File: config.mk
export PLATFORM = sky130hd
export DESIGN_NAME = bus_req_arbiter
export DESIGN_NICKNAME = d
export VERILOG_FILES = /design/src/rtl/bus_req_arbiter_pkg.sv /design/src/rtl/bus_req_arbiter_rr_pick.sv /design/src/rtl/bus_req_arbiter.sv
export SDC_FILE = /design/constraint.sdc
export NUM_CORES = 1
export LEC_CHECK = 0
export CAP_MARGIN = 10
export CORE_MARGIN = 4
export CORE_UTILIZATION = 56
export CTS_CLUSTER_SIZE = 12
export DETAILED_ROUTE_END_ITERATION = 10
export DONT_BUFFER_PORTS = 1
export PLACE_DENSITY_LB_ADDON = 0.3
export REMOVE_ABC_BUFFERS = 1
export SYNTH_ARGS = -nofsm -noshare
export SYNTH_HDL_FRONTEND = slang
export SYNTH_SLANG_ARGS = --single-unit
File: constraint.sdc
create_clock -name clk -period 2.5 [get_ports clk]
set_input_delay 0.125 -clock clk [delete_from_list [all_inputs] [get_ports clk]]
set_output_delay 0.125 -clock clk [all_outputs]
set_load 0.005 [all_outputs]
File: src/rtl/bus_req_arbiter_pkg.sv
// Shared types and sizing helpers for the task-bus request arbiter.
package bus_req_arbiter_pkg;

    localparam int NUM_EDGE_PE = 4;

    typedef enum logic [1:0] {
        IDLE  = 2'd0,
        GRANT = 2'd1,
        GAP   = 2'd2
    } arb_state_t;

    // Index width for n requesters; never narrower than one bit.
    function automatic int arb_id_w(input int n);
        return (n < 2) ? 1 : $clog2(n);
    endfunction

    localparam int ARB_ID_W = arb_id_w(NUM_EDGE_PE);

endpackage

File: src/rtl/bus_req_arbiter_rr_pick.sv
// Combinational round-robin pick: first requester at or after ptr, wrapping.
module bus_req_arbiter_rr_pick #(
    parameter int N    = 4,
    parameter int ID_W = 2
) (
    input  logic [N-1:0]    req,
    input  logic [ID_W-1:0] ptr,
    output logic            found,
    output logic [ID_W-1:0] idx
);

    logic [N-1:0] rot;
    int           src;
    int           first;
    int           pos;

    always_comb begin
        rot   = '0;
        src   = 0;
        first = 0;
        pos   = 0;
        found = 1'b0;
        // rot[0] is the requester sitting at the pointer position
        for (int i = 0; i < N; i++) begin
            src = i + int'(ptr);
            if (src >= N) src = src - N;
            rot[i] = req[src];
        end
        for (int i = N - 1; i >= 0; i--) begin
            if (rot[i]) begin
                found = 1'b1;
                first = i;
            end
        end
        pos = first + int'(ptr);
        if (pos >= N) pos = pos - N;
        idx = ID_W'(pos);
    end

endmodule

File: src/rtl/bus_req_arbiter.sv
// Round-robin owner arbiter for the shared SRAM / edge-PE task bus, with
// hold-time preemption and a programmable idle gap between owners.
module bus_req_arbiter
    import bus_req_arbiter_pkg::*;
#(
    parameter int NUM_REQ    = NUM_EDGE_PE,
    parameter int MAX_HOLD   = 16,
    parameter int TURNAROUND = 1,
    localparam int ID_W      = arb_id_w(NUM_REQ)
) (
    input  logic               clk,
    input  logic               reset,
    input  logic [NUM_REQ-1:0] req,
    output logic [NUM_REQ-1:0] grant,
    output logic               grant_valid,
    output logic [ID_W-1:0]    grant_id,
    output logic               preempt
);

    localparam int HOLD_W = $clog2(MAX_HOLD);

    arb_state_t         state_q, state_d;
    logic [ID_W-1:0]    ptr_q, ptr_d;
    logic [HOLD_W-1:0]  hold_q, hold_d;
    logic [1:0]         gap_q, gap_d;
    logic [NUM_REQ-1:0] grant_q, grant_d;
    logic               grant_valid_q, grant_valid_d;
    logic [ID_W-1:0]    grant_id_q, grant_id_d;
    logic               preempt_q, preempt_d;

    logic [ID_W-1:0]    owner_next;
    logic [ID_W-1:0]    pick_ptr;
    logic               pick_found;
    logic [ID_W-1:0]    pick_idx;
    logic               owner_req;
    logic               others_req;
    logic               hold_sat;
    logic               do_pick;

    // On a release the picker already looks from owner+1, so a zero-gap
    // handoff re-picks on the same edge.
    always_comb begin
        owner_next = (grant_id_q == ID_W'(NUM_REQ - 1)) ? '0 : grant_id_q + ID_W'(1);
        pick_ptr   = (state_q == GRANT) ? owner_next : ptr_q;
        owner_req  = req[grant_id_q];
        others_req = |(req & ~grant_q);
        hold_sat   = (hold_q == HOLD_W'(MAX_HOLD - 1));
    end

    bus_req_arbiter_rr_pick #(
        .N    (NUM_REQ),
        .ID_W (ID_W)
    ) u_rr_pick (
        .req   (req),
        .ptr   (pick_ptr),
        .found (pick_found),
        .idx   (pick_idx)
    );

    always_comb begin
        state_d    = state_q;
        ptr_d      = ptr_q;
        hold_d     = hold_q;
        gap_d      = gap_q;
        grant_d    = grant_q;
        grant_id_d = grant_id_q;
        preempt_d  = 1'b0;
        do_pick    = 1'b0;

        case (state_q)
            IDLE: do_pick = 1'b1;
            GRANT: begin
                // Owner still requesting at a release means it was forced off
                if (!owner_req || (hold_sat && others_req)) begin
                    ptr_d     = owner_next;
                    preempt_d = owner_req;
                    grant_d   = '0;
                    if (TURNAROUND == 0) begin
                        do_pick = 1'b1;
                    end else begin
                        state_d = GAP;
                        gap_d   = 2'(TURNAROUND - 1);
                    end
                end else if (!hold_sat) begin
                    hold_d = hold_q + HOLD_W'(1);
                end
            end
            GAP: begin
                if (gap_q == 2'd0) do_pick = 1'b1;
                else gap_d = gap_q - 2'd1;
            end
            default: begin
                state_d = IDLE;
                grant_d = '0;
            end
        endcase

        if (do_pick) begin
            grant_d = '0;
            if (pick_found) begin
                grant_d[pick_idx] = 1'b1;
                grant_id_d        = pick_idx;
                hold_d            = '0;
                state_d           = GRANT;
            end else begin
                state_d = IDLE;
            end
        end

        grant_valid_d = |grant_d;
    end

    always_ff @(posedge clk or posedge reset) begin
        if (reset) begin
            state_q       <= IDLE;
            ptr_q         <= '0;
            hold_q        <= '0;
            gap_q         <= '0;
            grant_q       <= '0;
            grant_valid_q <= 1'b0;
            grant_id_q    <= '0;
            preempt_q     <= 1'b0;
        end else begin
            state_q       <= state_d;
            ptr_q         <= ptr_d;
            hold_q        <= hold_d;
            gap_q         <= gap_d;
            grant_q       <= grant_d;
            grant_valid_q <= grant_valid_d;
            grant_id_q    <= grant_id_d;
            preempt_q     <= preempt_d;
        end
    end

    assign grant       = grant_q;
    assign grant_valid = grant_valid_q;
    assign grant_id    = grant_id_q;
    assign preempt     = preempt_q;

endmodule
### Yosys cells after proc, flatten, opt, wreduce, memory -nomap -nowiden

Index checks and enable logic that the tools add are counted.

* register bits: 18
* output and inout bits: 8
* latch bits: 0
* memory bits (writable): 0
* memories kept: 0
* logic and storage cells: 107
* memory bits (read-only): 0
* input bits: 6

* order comparisons: 12
* equality and inequality tests: 8
* bitwise gates (word level): 2
* $add $sub $neg: 12
* div/mod/pow operators: 0
* reductions and logical operators: 14
* shift operators: 0
* multiply operators: 0
* multiplexer cells: 51

Operators by type and width (count)
* $lt 32x4->1 const B: 4
* $mux 32: 4
* $ge 32x4->1 const B: 3
* $sub 32x4->32 const B: 3
* $mux 4: 8
* $mux 2: 11
* $mux 1: 18
* $bmux 1 s2: 5
* $pmux 2 s2: 2
* $pmux 4 s2: 1
* $reduce_or 4->1: 2
* $add 2x2->3 const A: 2
* $lt 2x3->1 const B: 2
* $reduce_and 2->1: 3
* $add 4x1->4 const B: 1
* $and 4x4->4: 1
* $eq 2x2->1 const B: 2
* $eq 4x4->1 const B: 1
* $logic_not 2->1: 2
* $ne 2x1->1 const B: 2
* $not 4->4: 1
* $sub 2x1->2 const B: 2
* $sub 2x3->4 const B: 1
* $add 1x2->3 const A: 1
* other kinds (16): 17

### Logic depth before layout (Yosys ltp)

Gate-level depths: netlist of run 1.

* depth after elaboration: 23
* gate-level depth with buffers: 14
* mapped depth without buffers: 13

### By module

Synthesis of run 1 repeated with hierarchy kept, for this count alone.

* cell total of the unflattened synthesis: 117
* area, all modules: 1166.1 um^2

By module, submodules not included
* bus_req_arbiter: cells each 92, area each 999.7 um^2, instances 1, sequential area each 450.4 um^2
* bus_req_arbiter_rr_pick: cells each 25, area each 166.4 um^2, instances 1, sequential area each 0.0 um^2

### Worst setup path before layout of run 1

OpenSTA, ideal clock, no wires.

* kind: register to register
* start point: register state_q[1]
* end point: register grant_valid_q, in the netlist grant_valid
* library setup time: 87 ps
* path buffers: 1
* arrival: 2563 ps
* stages on the path, launching flop included: 15
* setup slack: -150 ps
* cell sequence: dfrtp_1 -> inv_1 -> ha_1 -> buf_6 -> mux2_2 -> a2bb2oi_1 -> nor2_1 -> a211oi_1 -> a21oi_1 -> ha_1 -> xnor2_1 -> nor2_1 -> o221a_2 -> a211o_1 -> o211ai_1

* longest elaborated chain between the ends: 22

RTL lines
* start, declared: line bus_req_arbiter.sv:22 `arb_state_t state_q, state_d;`
* start signal, assigned: line bus_req_arbiter.sv:124 `state_q <= state_d;`
* $eq 2x1->1: line bus_req_arbiter.sv:44, bus_req_arbiter.sv:70
* $mux 2: line bus_req_arbiter.sv:44 `pick_ptr = (state_q == GRANT) ? owner_next : ptr_q;`
* $add 2x2->3: line bus_req_arbiter_rr_pick.sv:25 `src = i + int'(ptr);`
* $sub 32x4->32 or $ge 32x4->1 (tied branches): line bus_req_arbiter_rr_pick.sv:26 `if (src >= N) src = src - N;`
* $mux 32: line bus_req_arbiter_rr_pick.sv:26
* $bmux 1 s2: line bus_req_arbiter_rr_pick.sv:27 `rot[i] = req[src];`
* $mux 1 (not written as such) (2 in series): line bus_req_arbiter_rr_pick.sv:27
* $mux 2 (4 in series): line bus_req_arbiter_rr_pick.sv:30 `if (rot[i]) begin`
* [3 not listed]
* $lt 2x3->1 (not written as such) or $ge 2x1->1 (tied branches): line bus_req_arbiter.sv:101 `grant_d[pick_idx] = 1'b1;`
* $logic_and 1x1->1 (not written as such): line bus_req_arbiter.sv:101
* $mux 1 (not written as such): line bus_req_arbiter.sv:101
* $demux 1 s2: line bus_req_arbiter.sv:101
* $mux 4: line bus_req_arbiter.sv:100 `if (pick_found) begin`
* $mux 4 (*): line bus_req_arbiter.sv:98 `if (do_pick) begin`
* $reduce_or 4->1 (*): line bus_req_arbiter.sv:110 `grant_valid_d = |grant_d;`
* net grant_valid_d: line bus_req_arbiter.sv:27 `logic grant_valid_q, grant_valid_d;`
* end signal, assigned: line bus_req_arbiter.sv:129 `grant_valid_q <= grant_valid_d;`
* end, declared: line bus_req_arbiter.sv:27

The timed path passes the listed nets; every way through them passes the cells marked *. The select of a mux whose other input is x is not followed.
A chain may end at the register's enable or synchronous reset.

### Worst setup path in the final report of run 1

* start point: register grant_id_q[1], in the netlist grant_id[1]
* end point: register grant_id_q[1], in the netlist grant_id[1]

* longest elaborated chain between the ends: 16

RTL lines
* start, declared: line bus_req_arbiter.sv:28 `logic [ID_W-1:0] grant_id_q, grant_id_d;`
* start signal, assigned: line bus_req_arbiter.sv:130 `grant_id_q <= grant_id_d;`
* $add 2x1->2 or $eq 2x2->1 (tied branches): line bus_req_arbiter.sv:43 `owner_next = (grant_id_q == ID_W'(NUM_REQ - 1)) ? '0 : grant_id_q + ID_W'(1);`
* $mux 2 (*): line bus_req_arbiter.sv:43
* net owner_next[1]: line bus_req_arbiter.sv:31 `logic [ID_W-1:0] owner_next;`
* $mux 2 (*): line bus_req_arbiter.sv:44
* $add 2x2->3: line bus_req_arbiter_rr_pick.sv:25
* $sub 32x4->32 or $ge 32x4->1 (tied branches): line bus_req_arbiter_rr_pick.sv:26
* $mux 32: line bus_req_arbiter_rr_pick.sv:26
* $bmux 1 s2: line bus_req_arbiter_rr_pick.sv:27
* $mux 1 (not written as such) (2 in series): line bus_req_arbiter_rr_pick.sv:27
* $mux 2 (4 in series): line bus_req_arbiter_rr_pick.sv:30
* $add 2x2->3: line bus_req_arbiter_rr_pick.sv:35 `pos = first + int'(ptr);`
* $ge 3x3->1 or $sub 2x1->2 (tied branches): line bus_req_arbiter_rr_pick.sv:36 `if (pos >= N) pos = pos - N;`
* $mux 2: line bus_req_arbiter_rr_pick.sv:36

Marked as above.

==> metrics.txt, run 1 <==
# TYPE chip_impl_metric gauge
chip_impl_metric{name="ir_worst_vdd",unit="uV"} 1450
chip_impl_metric{name="die_w",unit="um"} 55.2
chip_impl_info{name="critPathTopFamily",value="multiplexers"} 1
chip_impl_info{name="crit_path_cell_trace",value="ha_4 > mux2_4 > a2bb2oi_2 > nor2_1 > a211oi_2 > a21oi_1 > ha_2 > xnor2_2 > buf_4 > xor2_4 > mux2_2"} 1
chip_impl_metric{name="post-route-period-util",unit="%"} 101
chip_impl_metric{name="grt_util_met1",unit="%"} 23.7
chip_impl_metric{name="detail_route.wl_per_cell",unit="um"} 16.7
chip_impl_metric{name="drtIter0Drc",unit=""} 25
chip_impl_metric{name="worstPathArrival",unit="ns"} 2.73
chip_impl_metric{name="grt_start_max_net_pins",unit=""} 19
chip_impl_info{name="yosys-top-cells-count",value="dfrtp_1 (18), nor2_1 (15), nand2_1 (11), ha_1 (9), nand2b_1 (8)"} 1
chip_impl_metric{name="synth_async_sr_flop_share",unit="%"} 100
chip_impl_metric{name="synth.avg_cell_area",unit="um2"} 9.32
chip_impl_metric{name="timing.critical_path.slowest_cell_delay",unit="ns"} 0.43
chip_impl_info{name="failed_checks",value="setup timing"} 1
chip_impl_metric{name="ys.warnings.count",unit=""} 0
chip_impl_metric{name="dp_cells",unit=""} 168
chip_impl_metric{name="dr_total_vias",unit=""} 1110
chip_impl_info{name="clock_root_cell",value="clkbuf_4"} 1
chip_impl_info{name="grt.busiest_layer",value="met2"} 1
chip_impl_info{name="critPathLaunchType",value="flop"} 1
chip_impl_info{name="r2r_start",value="grant_id[1]"} 1
chip_impl_metric{name="p_leak",unit="uW"} 0.000697
chip_impl_metric{name="holdWs",unit="ns"} 0.194
chip_impl_metric{name="rr_worst_depth",unit=""} 11
chip_impl_metric{name="drv_cap",unit=""} 0
chip_impl_metric{name="numPortBuffers",unit=""} 0
chip_impl_metric{name="grt_remaining_overflow",unit=""} 0
chip_impl_info{name="setup_repair_after_global_routing_missed_its_margin",value="true"} 1
chip_impl_metric{name="drt_pass1_iterations",unit=""} 5
chip_impl_metric{name="number_of_antenna_violations_at_the_first_check_in_global_routing",unit=""} 0
chip_impl_metric{name="fp.dieArea",unit="um2"} 3050
chip_impl_info{name="critPathKind",value="reg -> reg"} 1
chip_impl_metric{name="final_hold_viol_count",unit=""} 0
chip_impl_metric{name="required",unit="ns"} 2.70
chip_impl_metric{name="slew_violations",unit=""} 0
chip_impl_metric{name="chipHeight",unit="um"} 55.2
chip_impl_info{name="yosysTopAreaCell",value="dfrtp_1"} 1
chip_impl_metric{name="gp_routability_congestion",unit=""} 0.780
chip_impl_metric{name="grt_use_met2",unit="%"} 30.4
chip_impl_metric{name="drive_gt1_share",unit="%"} 30.3
chip_impl_metric{name="i_o_pins",unit=""} 14
chip_impl_metric{name="grt.met3_usage",unit="%"} 6.06
chip_impl_metric{name="fin_cells",unit=""} 182
chip_impl_metric{name="floorplan.core_area",unit="um2"} 2040
chip_impl_metric{name="mappedNetlistArea",unit="um2"} 1250
chip_impl_metric{name="power-per-cell-area",unit="nW/um2"} 1430
chip_impl_metric{name="gr-usage-all-layers",unit="%"} 19.0
chip_impl_metric{name="number_of_enable_flip_flop_cells_after_synthesis",unit=""} 0
chip_impl_metric{name="first_pass_grt_wire_length",unit="um"} 4820
chip_impl_info{name="timing.critical_path.slowest_stage_cell",value="dfrtp_1"} 1
chip_impl_metric{name="max_clock_freq",unit="MHz"} 396
chip_impl_info{name="outcome",value="finished with violations"} 1
chip_impl_metric{name="numClockSinks",unit=""} 18
chip_impl_info{name="setup.worst_path.end_class",value="flop"} 1
chip_impl_info{name="synth_flop_cell",value="dfrtp_1"} 1
chip_impl_metric{name="cts_inserted_buffers",unit=""} 3
chip_impl_info{name="min_delay_worst_type",value="in -> reg"} 1
chip_impl_metric{name="tns",unit="ns"} -0.0517
chip_impl_metric{name="area.growth.synth_to_final",unit="%"} 25.5
chip_impl_metric{name="grt_pass1_vias",unit=""} 1065
chip_impl_metric{name="slew_headroom",unit="%"} 54.4
chip_impl_metric{name="ys_seq_area_share",unit="%"} 36.1
chip_impl_metric{name="yosysTopAreaCellShare",unit="%"} 36.1
chip_impl_metric{name="clock_tree.htree_level_count",unit=""} 1
chip_impl_metric{name="cts-root-to-sink-buffers",unit=""} 2
chip_impl_metric{name="remaining_drc_errors",unit=""} 0
chip_impl_metric{name="clkTransAtPathRegs",unit="ns"} 0.12
chip_impl_metric{name="drt-vias-per-instance",unit=""} 6.10
chip_impl_metric{name="post_route_clock_skew",unit="ns"} 0.0141
chip_impl_metric{name="nFillCells",unit=""} 139
chip_impl_metric{name="antenna_cells",unit=""} 0
chip_impl_metric{name="crit_fanout",unit=""} 6
chip_impl_metric{name="drt.antenna.violating_nets",unit=""} 0
chip_impl_info{name="min_delay_worst_endpoint",value="grant_valid"} 1
chip_impl_info{name="tritoncts",value="done"} 1
chip_impl_metric{name="rows",unit=""} 16
chip_impl_metric{name="rrSetupSlack",unit="ns"} -0.03
chip_impl_metric{name="clk-insertion-delay-late",unit="ns"} 0.30
chip_impl_metric{name="netlist-cell-type-count",unit=""} 42
chip_impl_metric{name="min_delay_path_depth",unit=""} 3
chip_impl_metric{name="final-setup-viol-count",unit=""} 4
chip_impl_metric{name="finalWorstPathRequiredPeriod",unit="ns"} 2.53
chip_impl_info{name="critical_path.reg2reg.endpoint",value="grant_id[1]"} 1
chip_impl_info{name="worst_hold_startpoint",value="req[2]"} 1
chip_impl_metric{name="finish.net_count",unit=""} 171
chip_impl_metric{name="critical_path_buf_inv_count",unit=""} 1
chip_impl_metric{name="initial_utilization",unit="%"} 61.2
chip_impl_metric{name="hpwlAfterDp",unit="um"} 1850
chip_impl_metric{name="yosys_register_bits",unit=""} 18
chip_impl_info{name="post-synth-top-count-cell",value="dfrtp_1"} 1
chip_impl_metric{name="synthesis.instances",unit=""} 134
chip_impl_metric{name="drt-total-wl",unit="um"} 3030
chip_impl_info{name="synth_area_leaders",value="dfrtp_1 (36%), ha_1 (9.0%), nor2_1 (4.5%), nand2b_1 (4.0%), mux2_2 (3.6%)"} 1
chip_impl_metric{name="worst-slew-pin-transition",unit="ns"} 0.683
chip_impl_metric{name="worst_setup_margin",unit="ns"} -0.0275
[per-stage QoR]
step,cell area (um2),power [uW],utilization [%],worst slack (ns)
2_1_floorplan,1230,1290,-,-0.188
3_3_place_gp,1340,1630,65.7,-0.0303
3_5_place_dp,1340,1660,65.7,-0.100
4_1_cts,1490,2020,72.9,0.00508
5_1_grt,1570,2410,76.7,-0.114
6_report,1570,2240,76.7,-0.0275
[worst max path at each step]
stage                     start           to  slack [ns]  cells after the start
floorplan            state_q[1]  grant_valid       -0.19                     13
global placement    grant_id[0]  grant_valid       -0.03                     12
detailed placement  grant_id[0]     grant[0]       -0.10                     11
CTS                 grant_id[0]  grant_valid       0.005                     12
global route        grant_id[1]  grant_valid       -0.11                     12
finish              grant_id[1]  grant_id[1]       -0.03                     11
[worst min-delay path: cells and delay by family]
kind	cells	cell delay, ns
AOI/OAI and AO/OA	3	0.33
[layer usage]
layer / wire [um] / up-vias
met4: 60 / 0
met3: 180 / 8
met1: 1310 / 545
li1: - / 522
met5: 0 / -
met2: 1480 / 35
[cell usage in the layout, fill, tap and decap left out, types with 4 or more instances in the layout]
cell type   n
nand2_1    11
ha_1        6
inv_1       6
buf_4      18
a21oi_1     4
nor2_1     14
nor2b_1     4
nand2b_1    8
o21ai_0     5
dfrtp_1    18
o21a_1      4
[report_power, final]
part	internal (uW)	total [uW]	switching (uW)
Combinational	834	1590	759
Sequential	383	464	81.4
Clock	88.8	185	96.3
[final cells by class]
cell class / instances / area [um2] / share of cell area [%]
Multi-Input combinational cell: 104 / 848 / 54.2
Sequential cell: 18 / 450 / 28.8
Timing Repair Buffer: 21 / 168 / 10.7
Clock buffer: 4 / 36.3 / 2.32
Tap cell: 27 / 33.8 / 2.16
Inverter: 8 / 30.0 / 1.92
[what timing repair did]
action | in CTS | in global routing
endpoints found under the hold margin | 18 | 0
pin swaps | 1 | 12
buffers inserted | 7 | 2
hold buffers | 1 | 0
setup endpoints to repair | 6 | 7
resized for setup | 9 | 12
[logic make-up (layout without fill, tap and decap cells)]
group           after synthesis  count (layout)  synth area share [%]
compound gates               34              34                  19.6
xor+xnor                      3               3                  2.71
fa+ha+maj                     9               9                  9.02
buf+inv                      12              33                  4.21
flops                        18              18                  36.1
mux                           8               8                  7.82
simple gates                 50              50                  20.5
[flip-flops by register name (all words and copies together), names as in the netlist]
signal,count
gap_q,2
grant,4
grant_id,2
grant_valid,1
hold_q,4
preempt,1
ptr_q,2
state_q,2
Power figures use the tool's default switching activity.
==> run 2: changes to the inputs <==
--- a/config.mk
+++ b/config.mk
@@ -7,12 +7,14 @@
 export LEC_CHECK = 0
 export CAP_MARGIN = 10
 export CORE_MARGIN = 4
-export CORE_UTILIZATION = 56
+export CORE_UTILIZATION = 55
 export CTS_CLUSTER_SIZE = 12
 export DETAILED_ROUTE_END_ITERATION = 10
 export DONT_BUFFER_PORTS = 1
 export PLACE_DENSITY_LB_ADDON = 0.3
 export REMOVE_ABC_BUFFERS = 1
+export SKIP_LAST_GASP = 1
 export SYNTH_ARGS = -nofsm -noshare
 export SYNTH_HDL_FRONTEND = slang
+export SYNTH_HIERARCHICAL = 1
 export SYNTH_SLANG_ARGS = --single-unit
==> metrics.txt, run 2 <==
# TYPE chip_impl_metric gauge
chip_impl_metric{name="ir_worst_vdd",unit="uV"} 838
chip_impl_metric{name="mappedNetlistArea",unit="um2"} 1170
chip_impl_info{name="min_delay_worst_endpoint",value="grant_id[1]"} 1
chip_impl_metric{name="clock_tree.htree_level_count",unit=""} 1
chip_impl_info{name="post-synth-top-count-cell",value="dfrtp_1"} 1
chip_impl_info{name="min_delay_worst_type",value="in -> reg"} 1
chip_impl_metric{name="cts_inserted_buffers",unit=""} 3
chip_impl_metric{name="numPortBuffers",unit=""} 0
chip_impl_metric{name="fp.dieArea",unit="um2"} 2920
chip_impl_info{name="r2r_start",value="grant_id[0]"} 1
chip_impl_info{name="most-common-layout-cells",value="dfrtp_1 (18), nand2_1 (12), ha_1 (8)"} 1
chip_impl_metric{name="clkTransAtPathRegs",unit="ns"} 0.11
chip_impl_metric{name="finish.net_count",unit=""} 140
chip_impl_metric{name="first_pass_grt_wire_length",unit="um"} 3880
chip_impl_info{name="critical_path.reg2reg.endpoint",value="grant[3]"} 1
chip_impl_metric{name="dr_total_vias",unit=""} 879
chip_impl_info{name="synth_area_leaders",value="dfrtp_1 (39%), ha_1 (9.7%), mux2_2 (3.9%), nand2_1 (3.9%), or2b_1 (3.2%)"} 1
chip_impl_metric{name="design_power_total",unit="uW"} 1750
chip_impl_info{name="outcome",value="finished, final reports clean"} 1
chip_impl_metric{name="slew_headroom",unit="%"} 56.3
chip_impl_metric{name="drtIter0Drc",unit=""} 13
chip_impl_metric{name="p_leak",unit="uW"} 0.000613
chip_impl_metric{name="rows",unit=""} 16
chip_impl_metric{name="cts-root-to-sink-buffers",unit=""} 2
chip_impl_metric{name="number_of_antenna_violations_at_the_first_check_in_global_routing",unit=""} 0
chip_impl_metric{name="worst_setup_margin",unit="ns"} 0.139
chip_impl_metric{name="drt-vias-per-instance",unit=""} 5.82
chip_impl_metric{name="drt.antenna.violating_nets",unit=""} 0
chip_impl_metric{name="post-place-ws",unit="ns"} -0.0196
chip_impl_metric{name="worstPathArrival",unit="ns"} 2.55
chip_impl_metric{name="initial_utilization",unit="%"} 58.8
chip_impl_info{name="setup_repair_after_global_routing_missed_its_margin",value="false"} 1
chip_impl_metric{name="worst-slew-pin-transition",unit="ns"} 0.655
chip_impl_metric{name="grt_start_max_net_pins",unit=""} 19
chip_impl_metric{name="dp_cells",unit=""} 145
chip_impl_metric{name="synth_async_sr_flop_share",unit="%"} 100
chip_impl_metric{name="number_of_enable_flip_flop_cells_after_synthesis",unit=""} 0
chip_impl_metric{name="drive_gt1_share",unit="%"} 18.5
chip_impl_metric{name="fin_cells",unit=""} 151
chip_impl_info{name="critPathLaunchType",value="flop"} 1
chip_impl_metric{name="ys.warnings.count",unit=""} 6
chip_impl_metric{name="crit_fanout",unit=""} 7
chip_impl_info{name="worst_hold_startpoint",value="req[3]"} 1
chip_impl_info{name="tritoncts",value="done"} 1
chip_impl_metric{name="rrSetupSlack",unit="ns"} 0.14
chip_impl_metric{name="final_hold_viol_count",unit=""} 0
chip_impl_metric{name="post_route_clock_skew",unit="ns"} 0.00557
chip_impl_metric{name="min_delay_path_depth",unit=""} 5
chip_impl_metric{name="finalWorstPathRequiredPeriod",unit="ns"} 2.36
chip_impl_metric{name="i_o_pins",unit=""} 14
chip_impl_metric{name="chipHeight",unit="um"} 54.0
chip_impl_info{name="yosys-top-cells-count",value="dfrtp_1 (18), nand2_1 (12), ha_1 (9), nor2_1 (8), inv_1 (7)"} 1
chip_impl_metric{name="drv_cap",unit=""} 0
chip_impl_info{name="synth_flop_cell",value="dfrtp_1"} 1
chip_impl_metric{name="final_area",unit="um2"} 1290
chip_impl_metric{name="area.growth.synth_to_final",unit="%"} 10.8
chip_impl_metric{name="synth.avg_cell_area",unit="um2"} 9.97
chip_impl_metric{name="detail_route.wl_per_cell",unit="um"} 15.1
chip_impl_info{name="yosysTopAreaCell",value="dfrtp_1"} 1
chip_impl_metric{name="post-route-period-util",unit="%"} 94.4
chip_impl_metric{name="max_clock_freq",unit="MHz"} 424
chip_impl_metric{name="clk-insertion-delay-late",unit="ns"} 0.29
chip_impl_metric{name="numClockSinks",unit=""} 18
chip_impl_metric{name="ys_seq_area_share",unit="%"} 38.6
chip_impl_metric{name="hpwlAfterDp",unit="um"} 1740
chip_impl_info{name="critPathKind",value="reg -> reg"} 1
chip_impl_info{name="layout.cells.most_common",value="dfrtp_1"} 1
chip_impl_metric{name="gr-usage-all-layers",unit="%"} 18.5
chip_impl_info{name="setup.worst_path.end_class",value="flop"} 1
chip_impl_metric{name="antenna_cells",unit=""} 0
chip_impl_metric{name="slew_violations",unit=""} 0
chip_impl_metric{name="drt_pass1_iterations",unit=""} 4
chip_impl_metric{name="drt-total-wl",unit="um"} 2270
chip_impl_metric{name="yosysTopAreaCellShare",unit="%"} 38.6
chip_impl_metric{name="final-setup-viol-count",unit=""} 0
chip_impl_metric{name="placement.cell_area",unit="um2"} 1210
chip_impl_metric{name="gp_routability_congestion",unit=""} 0.785
chip_impl_metric{name="floorplan.core_area",unit="um2"} 1980
chip_impl_metric{name="remaining_drc_errors",unit=""} 0
chip_impl_metric{name="grt_pass1_vias",unit=""} 925
chip_impl_metric{name="synthesis.instances",unit=""} 117
chip_impl_info{name="clock_root_cell",value="clkbuf_4"} 1
chip_impl_metric{name="grt_remaining_overflow",unit=""} 0
chip_impl_metric{name="yosys_register_bits",unit=""} 18
chip_impl_metric{name="required",unit="ns"} 2.69
chip_impl_metric{name="netlist-cell-type-count",unit=""} 45
chip_impl_metric{name="rr_worst_depth",unit=""} 11
chip_impl_metric{name="die_w",unit="um"} 54.0
chip_impl_metric{name="power-per-cell-area",unit="nW/um2"} 1360
-- run 2: cell types whose count changed after synthesis, moves of 2 or more --
cell       change
nand3_1        +2
and2_1         -2
a32o_1         -2
o21ai_0        -5
or2b_1         +5
o31ai_1        -3
nor2_1         -7
nand2b_1       -8
o2bb2ai_1      +2
o21a_1         -3
clkbuf_1       -2
-- run 2: cell type report --
cell class,count,area [um2]
sequential,18,450
tap,27,33.8
fill,153,689
clock buffer,4,36.3
timing repair buffer,5,40.0
inverter,7,26.3
multi-input combinational,90,706
-- run 2: power breakdown --
| part | internal (uW) | total, uW | switching [uW] |
|---|---|---|---|
| clock network | 88.7 | 180 | 91.7 |
| logic | 530 | 1100 | 573 |
| registers | 398 | 471 | 74.0 |
-- run 2: repair_timing --
action,4_1_cts,5_1_grt
hold endpoints to repair,18,0
endpoints found under the setup margin,1,4
setup buffers,0,1
resized for setup,2,4
pin swaps,0,0
hold buffers,1,0
-- run 2: through the flow --
stage,hold WS [ns],utilization (%),TNS [ns]
after floorplan,0.0636,-,0
final,0.233,65.2,0
after detailed placement,0.149,61.2,-0.0196
after CTS,0.229,63.9,0
after global placement,0.148,61.2,0
after global routing,0.272,65.2,0
-- run 2: per-layer routing --
metal / vias to the layer above / global-route usage, % / wire (um)
met2: 16 / 32.1 / 1190
met3: 6 / 4.71 / 70
met5: - / 0 / 0
met4: 0 / 10.8 / 51
li1: 434 / - / -
met1: 423 / 20.2 / 962
-- run 2: kinds of logic after synthesis --
group                      after synthesis  synth area share, %
buffers and inverters                    9                 3.00
AOI/OAI and AO/OA                       28                 18.6
DFF                                     18                 38.6
adders and majority gates                9                 9.66
xor gates and xnor gates                 3                 2.25
muxes                                    9                 9.66
and+or+nand+nor                         41                 18.2
-- run 2: critical path, stage by stage (launching register included) --
cell,delay [ns]
dfrtp_1,0.39
ha_1,0.32
mux2_4,0.31
nor2_2,0.13
nand2_1,0.07
o211ai_1,0.09
o21a_1,0.15
ha_1,0.15
xnor2_1,0.13
xnor2_1,0.10
nand2_1,0.10
a2bb2o_1,0.30
-- run 2: worst max-delay path by stage --
stage / startpoint / to / slack [ns] / cells after the start
finish: grant_id[0] / grant[3] / 0.14 / 11
global route: grant_id[0] / grant[3] / 0.01 / 10
CTS: state_q[1] / grant[3] / 0.02 / 11
detailed placement: state_q[1] / grant[3] / -0.02 / 11
global placement: state_q[1] / grant[3] / 0.11 / 12
floorplan: state_q[1] / grant[3] / 0.10 / 11
